**src/rtl/tlul_device_adapter.sv**
```systemverilog
`default_nettype none
// ============================================================================
//  Module      : tlul_device_adapter (plus tlul_pkg)
//  Description : Responder-side TL-UL bridge. Checks A-channel legality,
//                drives a req/gnt/rvalid device port and returns in-order
//                D-channel responses, buffering device data against
//                D-channel backpressure.
//  Revision    : 1.0 - initial release
// ============================================================================

package tlul_pkg;
  localparam logic [2:0] c_op_put_full        = 3'h0;
  localparam logic [2:0] c_op_put_partial     = 3'h1;
  localparam logic [2:0] c_op_get             = 3'h4;
  localparam logic [2:0] c_op_access_ack      = 3'h0;
  localparam logic [2:0] c_op_access_ack_data = 3'h1;

  typedef struct packed {
    logic        a_valid;
    logic [2:0]  a_opcode;
    logic [2:0]  a_param;
    logic [1:0]  a_size;
    logic [7:0]  a_source;
    logic [31:0] a_address;
    logic [3:0]  a_mask;
    logic [31:0] a_data;
    logic [15:0] a_user;
    logic        d_ready;
  } tl_h2d_t;

  typedef struct packed {
    logic        d_valid;
    logic [2:0]  d_opcode;
    logic [2:0]  d_param;
    logic [1:0]  d_size;
    logic [7:0]  d_source;
    logic [0:0]  d_sink;
    logic [31:0] d_data;
    logic [15:0] d_user;
    logic        d_error;
    logic        a_ready;
  } tl_d2h_t;
endpackage

module tlul_device_adapter #(
  parameter int Outstanding = 2
) (
  input  logic              clk_i,
  input  logic              rst_i,
  input  tlul_pkg::tl_h2d_t tl_i,
  output tlul_pkg::tl_d2h_t tl_o,
  output logic              req_o,
  input  logic              gnt_i,
  output logic              we_o,
  output logic [31:0]       addr_o,
  output logic [31:0]       wdata_o,
  output logic [3:0]        be_o,
  input  logic              rvalid_i,
  input  logic [31:0]       rdata_i,
  input  logic              err_i
);
  import tlul_pkg::*;

  localparam int unsigned c_pw = (Outstanding > 1) ? $clog2(Outstanding) : 1;
  localparam int unsigned c_cw = $clog2(Outstanding + 1);

  // Pointer advance with wrap at the configured depth (need not be a power of two)
  function automatic logic [c_pw-1:0] f_inc(input logic [c_pw-1:0] p);
    return (p == c_pw'(Outstanding - 1)) ? '0 : p + 1'b1;
  endfunction

  // Request FIFO storage: one entry per accepted beat
  logic            r_rq_get  [Outstanding];
  logic [1:0]      r_rq_size [Outstanding];
  logic [7:0]      r_rq_src  [Outstanding];
  logic            r_rq_lerr [Outstanding];
  logic [c_pw-1:0] r_rq_wp, r_rq_rp;
  logic [c_cw-1:0] r_rq_cnt;

  // Response FIFO storage: one entry per device rvalid beat
  logic [31:0]     r_rs_data [Outstanding];
  logic            r_rs_err  [Outstanding];
  logic [c_pw-1:0] r_rs_wp, r_rs_rp;
  logic [c_cw-1:0] r_rs_cnt;

  logic            r_d_valid;

  logic            w_op_ok, w_size_ok, w_align_ok, w_mask_ok, w_legal;
  logic [3:0]      w_full_mask;
  logic            w_rq_full, w_a_ready, w_push;
  logic            w_head_get, w_head_lerr;
  logic [1:0]      w_head_size;
  logic [7:0]      w_head_src;
  logic            w_d_fire, w_rs_pop;
  logic [c_pw-1:0] w_rq_rp_nxt;
  logic [c_cw-1:0] w_rq_cnt_nxt, w_rs_cnt_nxt;
  logic            w_head_lerr_nxt, w_d_valid_nxt;
  logic            w_unused;

  // Fields the bridge does not interpret
  assign w_unused = ^{tl_i.a_param, tl_i.a_user};

  // Legality of the presented A-channel beat
  always_comb begin
    w_op_ok     = (tl_i.a_opcode == c_op_get) || (tl_i.a_opcode == c_op_put_full) ||
                  (tl_i.a_opcode == c_op_put_partial);
    w_size_ok   = (tl_i.a_size != 2'd3);
    w_align_ok  = 1'b1;
    w_full_mask = 4'hF;
    case (tl_i.a_size)
      2'd0: w_full_mask = 4'b0001 << tl_i.a_address[1:0];
      2'd1: begin
        w_align_ok  = !tl_i.a_address[0];
        w_full_mask = tl_i.a_address[1] ? 4'b1100 : 4'b0011;
      end
      default: w_align_ok = (tl_i.a_address[1:0] == 2'b00);
    endcase
    w_mask_ok = (tl_i.a_opcode != c_op_put_full) || (tl_i.a_mask == w_full_mask);
    w_legal   = w_op_ok && w_size_ok && w_align_ok && w_mask_ok;
  end

  // Acceptance: illegal beats are absorbed locally, legal beats need the grant
  assign w_rq_full = (r_rq_cnt == c_cw'(Outstanding));
  assign w_a_ready = !w_rq_full && (!w_legal || gnt_i);
  assign w_push    = tl_i.a_valid && w_a_ready;

  assign req_o   = tl_i.a_valid && w_legal && !w_rq_full && !rst_i;
  assign we_o    = (tl_i.a_opcode != c_op_get);
  assign addr_o  = {tl_i.a_address[31:2], 2'b00};
  assign wdata_o = tl_i.a_data;
  assign be_o    = (tl_i.a_opcode == c_op_get) ? 4'hF : tl_i.a_mask;

  assign w_head_get  = r_rq_get[r_rq_rp];
  assign w_head_size = r_rq_size[r_rq_rp];
  assign w_head_src  = r_rq_src[r_rq_rp];
  assign w_head_lerr = r_rq_lerr[r_rq_rp];

  assign w_d_fire = r_d_valid && tl_i.d_ready;
  assign w_rs_pop = w_d_fire && !w_head_lerr;

  // Post-edge FIFO state, used to register d_valid for the upcoming head
  always_comb begin
    w_rq_rp_nxt  = w_d_fire ? f_inc(r_rq_rp) : r_rq_rp;
    w_rq_cnt_nxt = r_rq_cnt + c_cw'(w_push) - c_cw'(w_d_fire);
    w_rs_cnt_nxt = r_rs_cnt + c_cw'(rvalid_i) - c_cw'(w_rs_pop);
    // The next head is the beat being pushed right now when the FIFO drains to it
    if (w_push && (w_rq_rp_nxt == r_rq_wp)) begin
      w_head_lerr_nxt = !w_legal;
    end else begin
      w_head_lerr_nxt = r_rq_lerr[w_rq_rp_nxt];
    end
    w_d_valid_nxt = (w_rq_cnt_nxt != '0) && (w_head_lerr_nxt || (w_rs_cnt_nxt != '0));
  end

  // Request FIFO bookkeeping
  always_ff @(posedge clk_i or posedge rst_i) begin
    if (rst_i) begin
      r_rq_wp  <= '0;
      r_rq_rp  <= '0;
      r_rq_cnt <= '0;
      for (int i = 0; i < Outstanding; i++) begin
        r_rq_get[i]  <= 1'b0;
        r_rq_size[i] <= '0;
        r_rq_src[i]  <= '0;
        r_rq_lerr[i] <= 1'b0;
      end
    end else begin
      if (w_push) begin
        r_rq_get[r_rq_wp]  <= (tl_i.a_opcode == c_op_get);
        r_rq_size[r_rq_wp] <= tl_i.a_size;
        r_rq_src[r_rq_wp]  <= tl_i.a_source;
        r_rq_lerr[r_rq_wp] <= !w_legal;
        r_rq_wp            <= f_inc(r_rq_wp);
      end
      r_rq_rp  <= w_rq_rp_nxt;
      r_rq_cnt <= w_rq_cnt_nxt;
    end
  end

  // Response FIFO bookkeeping; every device beat is captured
  always_ff @(posedge clk_i or posedge rst_i) begin
    if (rst_i) begin
      r_rs_wp  <= '0;
      r_rs_rp  <= '0;
      r_rs_cnt <= '0;
      for (int i = 0; i < Outstanding; i++) begin
        r_rs_data[i] <= '0;
        r_rs_err[i]  <= 1'b0;
      end
    end else begin
      if (rvalid_i) begin
        r_rs_data[r_rs_wp] <= rdata_i;
        r_rs_err[r_rs_wp]  <= err_i;
        r_rs_wp            <= f_inc(r_rs_wp);
      end
      if (w_rs_pop) begin
        r_rs_rp <= f_inc(r_rs_rp);
      end
      r_rs_cnt <= w_rs_cnt_nxt;
    end
  end

  // Registered D-channel valid
  always_ff @(posedge clk_i or posedge rst_i) begin
    if (rst_i) begin
      r_d_valid <= 1'b0;
    end else begin
      r_d_valid <= w_d_valid_nxt;
    end
  end

  // D-channel fields come from the FIFO heads and are zero when idle
  always_comb begin
    tl_o         = '0;
    tl_o.a_ready = w_a_ready;
    if (r_d_valid) begin
      tl_o.d_valid  = 1'b1;
      tl_o.d_opcode = w_head_get ? c_op_access_ack_data : c_op_access_ack;
      tl_o.d_size   = w_head_size;
      tl_o.d_source = w_head_src;
      tl_o.d_error  = w_head_lerr ? 1'b1 : r_rs_err[r_rs_rp];
      tl_o.d_data   = (w_head_get && !w_head_lerr) ? r_rs_data[r_rs_rp] : 32'h0;
    end
  end

endmodule
`default_nettype wire

```
**config.mk**
```make
export PLATFORM = sky130hd
export DESIGN_NAME = tlul_device_adapter
export DESIGN_NICKNAME = d
export VERILOG_FILES = /design/src/rtl/tlul_device_adapter.sv
export SDC_FILE = /design/constraint.sdc
export NUM_CORES = 1
export LEC_CHECK = 0
export BUFFER_PORTS_ARGS = -buffer_cell sky130_fd_sc_hd__buf_2
export CAP_MARGIN = 25
export CORE_UTILIZATION = 50
export DETAILED_ROUTE_END_ITERATION = 12
export PLACE_DENSITY = 0.87
export RECOVER_POWER = 50
export SYNTH_ARGS = -nofsm -noshare
export SYNTH_HDL_FRONTEND = slang
export SYNTH_SLANG_ARGS = --single-unit
```
**constraint.sdc**
```tcl
create_clock -name clk_i -period 8.3 [get_ports clk_i]
set_input_delay 1.66 -clock clk_i [delete_from_list [all_inputs] [get_ports clk_i]]
set_output_delay 1.66 -clock clk_i [all_outputs]
set_load 0.01 [all_outputs]
```
# Yosys cells after proc, flatten, opt, wreduce, memory -nomap -nowiden
# Cells that the tools add are included.
word_totals:
  ff_bits: 99
  latch_bits: 0
  ramBits: 0
  mem_bits_ro: 0
  in_bits: 139
  out_inout_bits: 138
  wordCells: 133
  memories: 0
classes:
  addsub: 8
  mul: 0
  div: 0
  order_cmp: 7
  eq_ne: 8
  shifts: 1
  mux: 54
  n_bitwise: 5
  reduce_logical: 31
op_table:
  columns: ["operator", "n"]
  rows:
  - ["two-way mux 32 bit", 6]
  - ["bitwise mux 64 bit", 1]
  - ["demux 32 bit (select 1 bit)", 1]
  - ["two-way mux 8 bit", 4]
  - ["two-way mux 1 bit", 23]
  - ["bitwise mux 16 bit", 1]
  - ["logical AND 1 bit", 15]
  - ["two-way mux 4 bit", 3]
  - ["greater-or-equal comparator 2 bit, second input constant", 5]
  - ["two-way mux 10 bit", 1]
  - ["inverter 1 -> 2 bit", 5]
  - ["demux 8 bit (select 1 bit)", 1]
  - ["two-way mux 2 bit", 4]
  - ["case mux 4 bit (2 select lines)", 1]
  - ["bitwise mux 2 bit", 3]
  - ["zero test 1 bit", 5]
  - ["logical OR 1 bit", 5]
  - ["adder 1 bit, second input constant", 4]
  - ["adder 2 x 1 -> 2 bit", 2]
  - ["bitwise mux 4 bit", 1]
  - ["== test 4 bit", 1]
  - ["zero test 2 bit", 2]
  - ["< comparator 2 x 1 -> 1 bit, second input constant", 2]
  - ["nonzero test 2 bit", 2]
  - ["other kinds (14)", 16]

# Logic depth before layout (Yosys ltp)
logic_depth:
  word_depth: 14
  mapped_depth: 13
  depth_no_buf: 12

# Worst setup path before layout
# Ideal clock, no wire load.
synth_path:
  path_type: "input to output"
  startpoint: "input port rst_i"
  endpoint: "output port req_o"
  arrival_ps: 4184
  required_time_ps: 6640
  slack_ps: 2456
  cell_stages: 2
  path_buffers: 0
  path_cell_list: "inv_1 -> and3_1"
synth_via:
  elab_chain_len: 2
synth_rtl:
  columns: ["element", "line_no", "rtl"]
  rows:
  - ["from (decl)", "49", "input logic rst_i,"]
  - ["zero test 1 bit (no source line)", null, null]
  - ["logical AND 1 bit", "127", "assign req_o = tl_i.a_valid && w_legal && !w_rq_full && !rst_i;"]
  - ["to (decl)", "52", "output logic req_o,"]
# No other way between the ends.

# Worst setup path after layout
# Ends and elaborated chain as after synthesis.

==> impl_metrics.tcl <==
set metrics [dict create \
    pin_count 277 \
    drc 0 \
    r2r_start "r_rq_rp" \
    grt_remaining_overflow 0 \
    final_cells 646 \
    crit_chain "clkbuf_1 > clkinvlp_2 > and3_1 > buf_2" \
    netlist_instances 466 \
    ys_ff_latch 99 \
    core_um2 10510 \
    grtUsageTotal 0.1840 \
    timing.rr.end "r_d_valid" \
    slew_viol_final 137 \
    postCtsSetupBuffers 0 \
    final_antenna_net_count 0 \
    worst_slew_pin_slew_ns 3.158 \
    wl_um 10210 \
    final_common_cell "buf_2" \
    status "complete, but fails checks" \
    critPathMaxStageDelay_ns 1.32 \
    p_leak_nw 2.841 \
    violations "capacitance limit, slew limit" \
    num_vias 3312 \
    power_w 0.002010 \
    hold_viol_final 0 \
    r2r_cells 11 \
    cts_max_path_buffers 2 \
    layout_common_cells "buf_2, dfrtp_1, mux2_2, mux2i_1, nor2_1" \
    hpwlAfterDp_um 7204 \
    synth_top_family_by_area "multiplexers" \
    area_growth_pct 4.759 \
    place_inst 629 \
    muxShareOfSynthArea 0.2691 \
    antenna_found_initial 0 \
    first_global_vias 3449 \
    port_buffers 109 \
    synth.avg_cell_area_um2 11.79 \
    die_area_um2 11410 \
    die_h_um 106.8 \
    wl_per_cell_um 15.80 \
    htree_levels 3 \
    powerDensity_nw_per_um2 349.1 \
    cp-end-kind "output pin" \
    worstSkewPairLatency_ns 0.35 \
    pre_cts_slack_ns 3.414 \
    rows 37 \
    min_path_type "register to register" \
    layout_min_cycle_time_ns 5.517 \
    timing.fmax_ghz 0.1813 \
    cts_resized 0 \
    start_kind "input pin" \
    synth_compound_area_frac 0.03301 \
    grt_setup_unrepaired "false" \
    synthDistinctLibCells 47 \
    clkTransAtPathRegs_ns 0.09 \
    nets 648 \
    die_x_um 106.8 \
    clock_sinks 99 \
    yosys.area_share.simple 0.07240 \
    slowest_stage "clkinvlp_2" \
    cp_max_fo 40 \
    hp-start "r_rs_wp" \
    ctsHoldBuffers 0 \
    cap_violations 3 \
    cp_top_family "buffers and inverters" \
    grt_first_pass_wirelength_um 16500 \
    whs_path_depth 1 \
    syn_area_um2 5495 \
    synth_xor_area_frac 0.01434 \
    async_flop_share 1.000 \
    synthFlopType "dfrtp_1" \
    period_share 0.6647 \
    cp.arrival_ns 3.86 \
    layout-drive-gt1-share 0.4333 \
    drtIter0Drc 110 \
    place.gp.congestion 0.7392 \
    finalClockSkew_ns 0.007561 \
    setup_ws_ns 2.783 \
    setup_viol 0 \
    cp.required_ns 6.64 \
    num_antenna_cells 0 \
    cts_buffers 9 \
    tritoncts "built" \
    synthesis.yosys.warnings 0 \
    fin_tns_setup_ns 0 \
    hold_end "r_rs_wp" \
    viasPerCell 5.127 \
    first_pass_iters 4 \
    yosys.area_share.adder 0.009107 \
    cp_num_buf_inv 3 \
    ys_seq_area_frac 0.4508 \
    start_util 0.5229 \
    critPathKind "input pin to output pin" \
    cts-root-buf "clkbuf_8" \
    grt_max_degree 62 \
    slew-limit-headroom -1.106 \
    synth_edf_count 0 \
    r2r_slack_ns 5.49 \
    ir_drop_v 0.0002054 \
]
## per-stage QoR
stage               utilization  cell area [um2]  hold WS, ns
detailed placement       0.5286             5555       0.4714
finish                   0.5478             5757       0.4894
global placement         0.5286             5555       0.4669
floorplan                     -             5582       0.4517
CTS                      0.5465             5743       0.4934
global route             0.5478             5757       0.5238
## how the worst max path moves through the flow
stage	start	endpoint	slack (ns)	cells past startpoint
2_1_floorplan	rst_i	req_o	2.46	2
3_3_place_gp	tl_i[93]	req_o	3.45	7
3_5_place_dp	tl_i[54]	req_o	3.41	7
4_1_cts	tl_i[54]	req_o	3.40	7
5_1_grt	rst_i	r_rq_src[14]	2.01	3
6_report	rst_i	req_o	2.78	4
## worst reg2reg max path, cell delays in order (launching register included)
cell and delay (ns):
dfrtp_1 0.84, mux2i_1 0.23, and3_1 0.26, ha_1 0.27, inv_1 0.04, ha_1 0.17, xnor2_1 0.18, xnor2_1 0.10
nor2_1 0.19, o211ai_1 0.14, o221ai_1 0.21, a31oi_1 0.06
## Yosys cell counts (2+ instances only)
cell type,instances,area share
xnor2_1,5,0.0080
nand2_1,7,0.0048
nand2b_1,6,0.0068
dfrtp_1,99,0.45
mux2_4,16,0.044
buf_1,10,0.0068
ha_1,4,0.0091
buf_4,88,0.12
or3b_1,2,0.0032
a21boi_0,2,0.0027
o22ai_1,3,0.0034
inv_1,13,0.0089
a21oi_1,2,0.0018
and3_1,3,0.0034
nand3_1,2,0.0018
buf_6,3,0.0061
clkbuf_1,7,0.0048
mux2i_1,45,0.082
nor2b_1,11,0.013
xor2_1,4,0.0064
nand3b_1,2,0.0027
o21ai_1,2,0.0018
nor2_1,37,0.025
mux2_2,70,0.14
## where the power goes
part,internal (W),total (W),switching [W],leakage [nW]
combinational,0.000476,0.000815,0.000338,1.59
clock,0.000120,0.000290,0.000170,0.0944
sequential,0.000728,0.000905,0.000177,1.16
## per-layer routing
layer	wire length, um	vias up	track usage	part of all wire
met5	0	-	0	0
met1	4250	1625	0.2101	0.42
li1	-	1540	-	-
met2	5298	117	0.3438	0.52
met3	487	30	0.03647	0.048
met4	173	0	0.05577	0.017
## cell families (layout without fill, tap and decap cells)
group | Yosys count | count (layout)
AOI/OAI and AO/OA | 22 | 22
xor gates and xnor gates | 9 | 9
adders and majority gates | 4 | 4
buffers and inverters | 122 | 143
DFF | 99 | 99
muxes | 131 | 131
other | 1 | 24
and+or+nand+nor | 78 | 78
## layout make-up
cell class                 instances  area, um2
clock inverter                     6      50.05
timing repair buffer             114      593.1
tap                              136      170.2
inverter                          13      50.05
multi-input combinational        268       2277
sequential                        99       2479
fill                             903       4752
clock buffer                      10      137.6
## registers in the layout, indices dropped and copies added (netlist names)
signal,flops
r_rs_cnt,2
r_rq_wp,1
r_rq_cnt,2
r_d_valid,1
r_rq_rp,1
r_rq_lerr,2
r_rq_size,4
r_rs_wp,1
r_rs_err,2
r_rq_get,2
r_rq_src,16
r_rs_rp,1
r_rs_data,64
(Power assumes the default switching activity.)
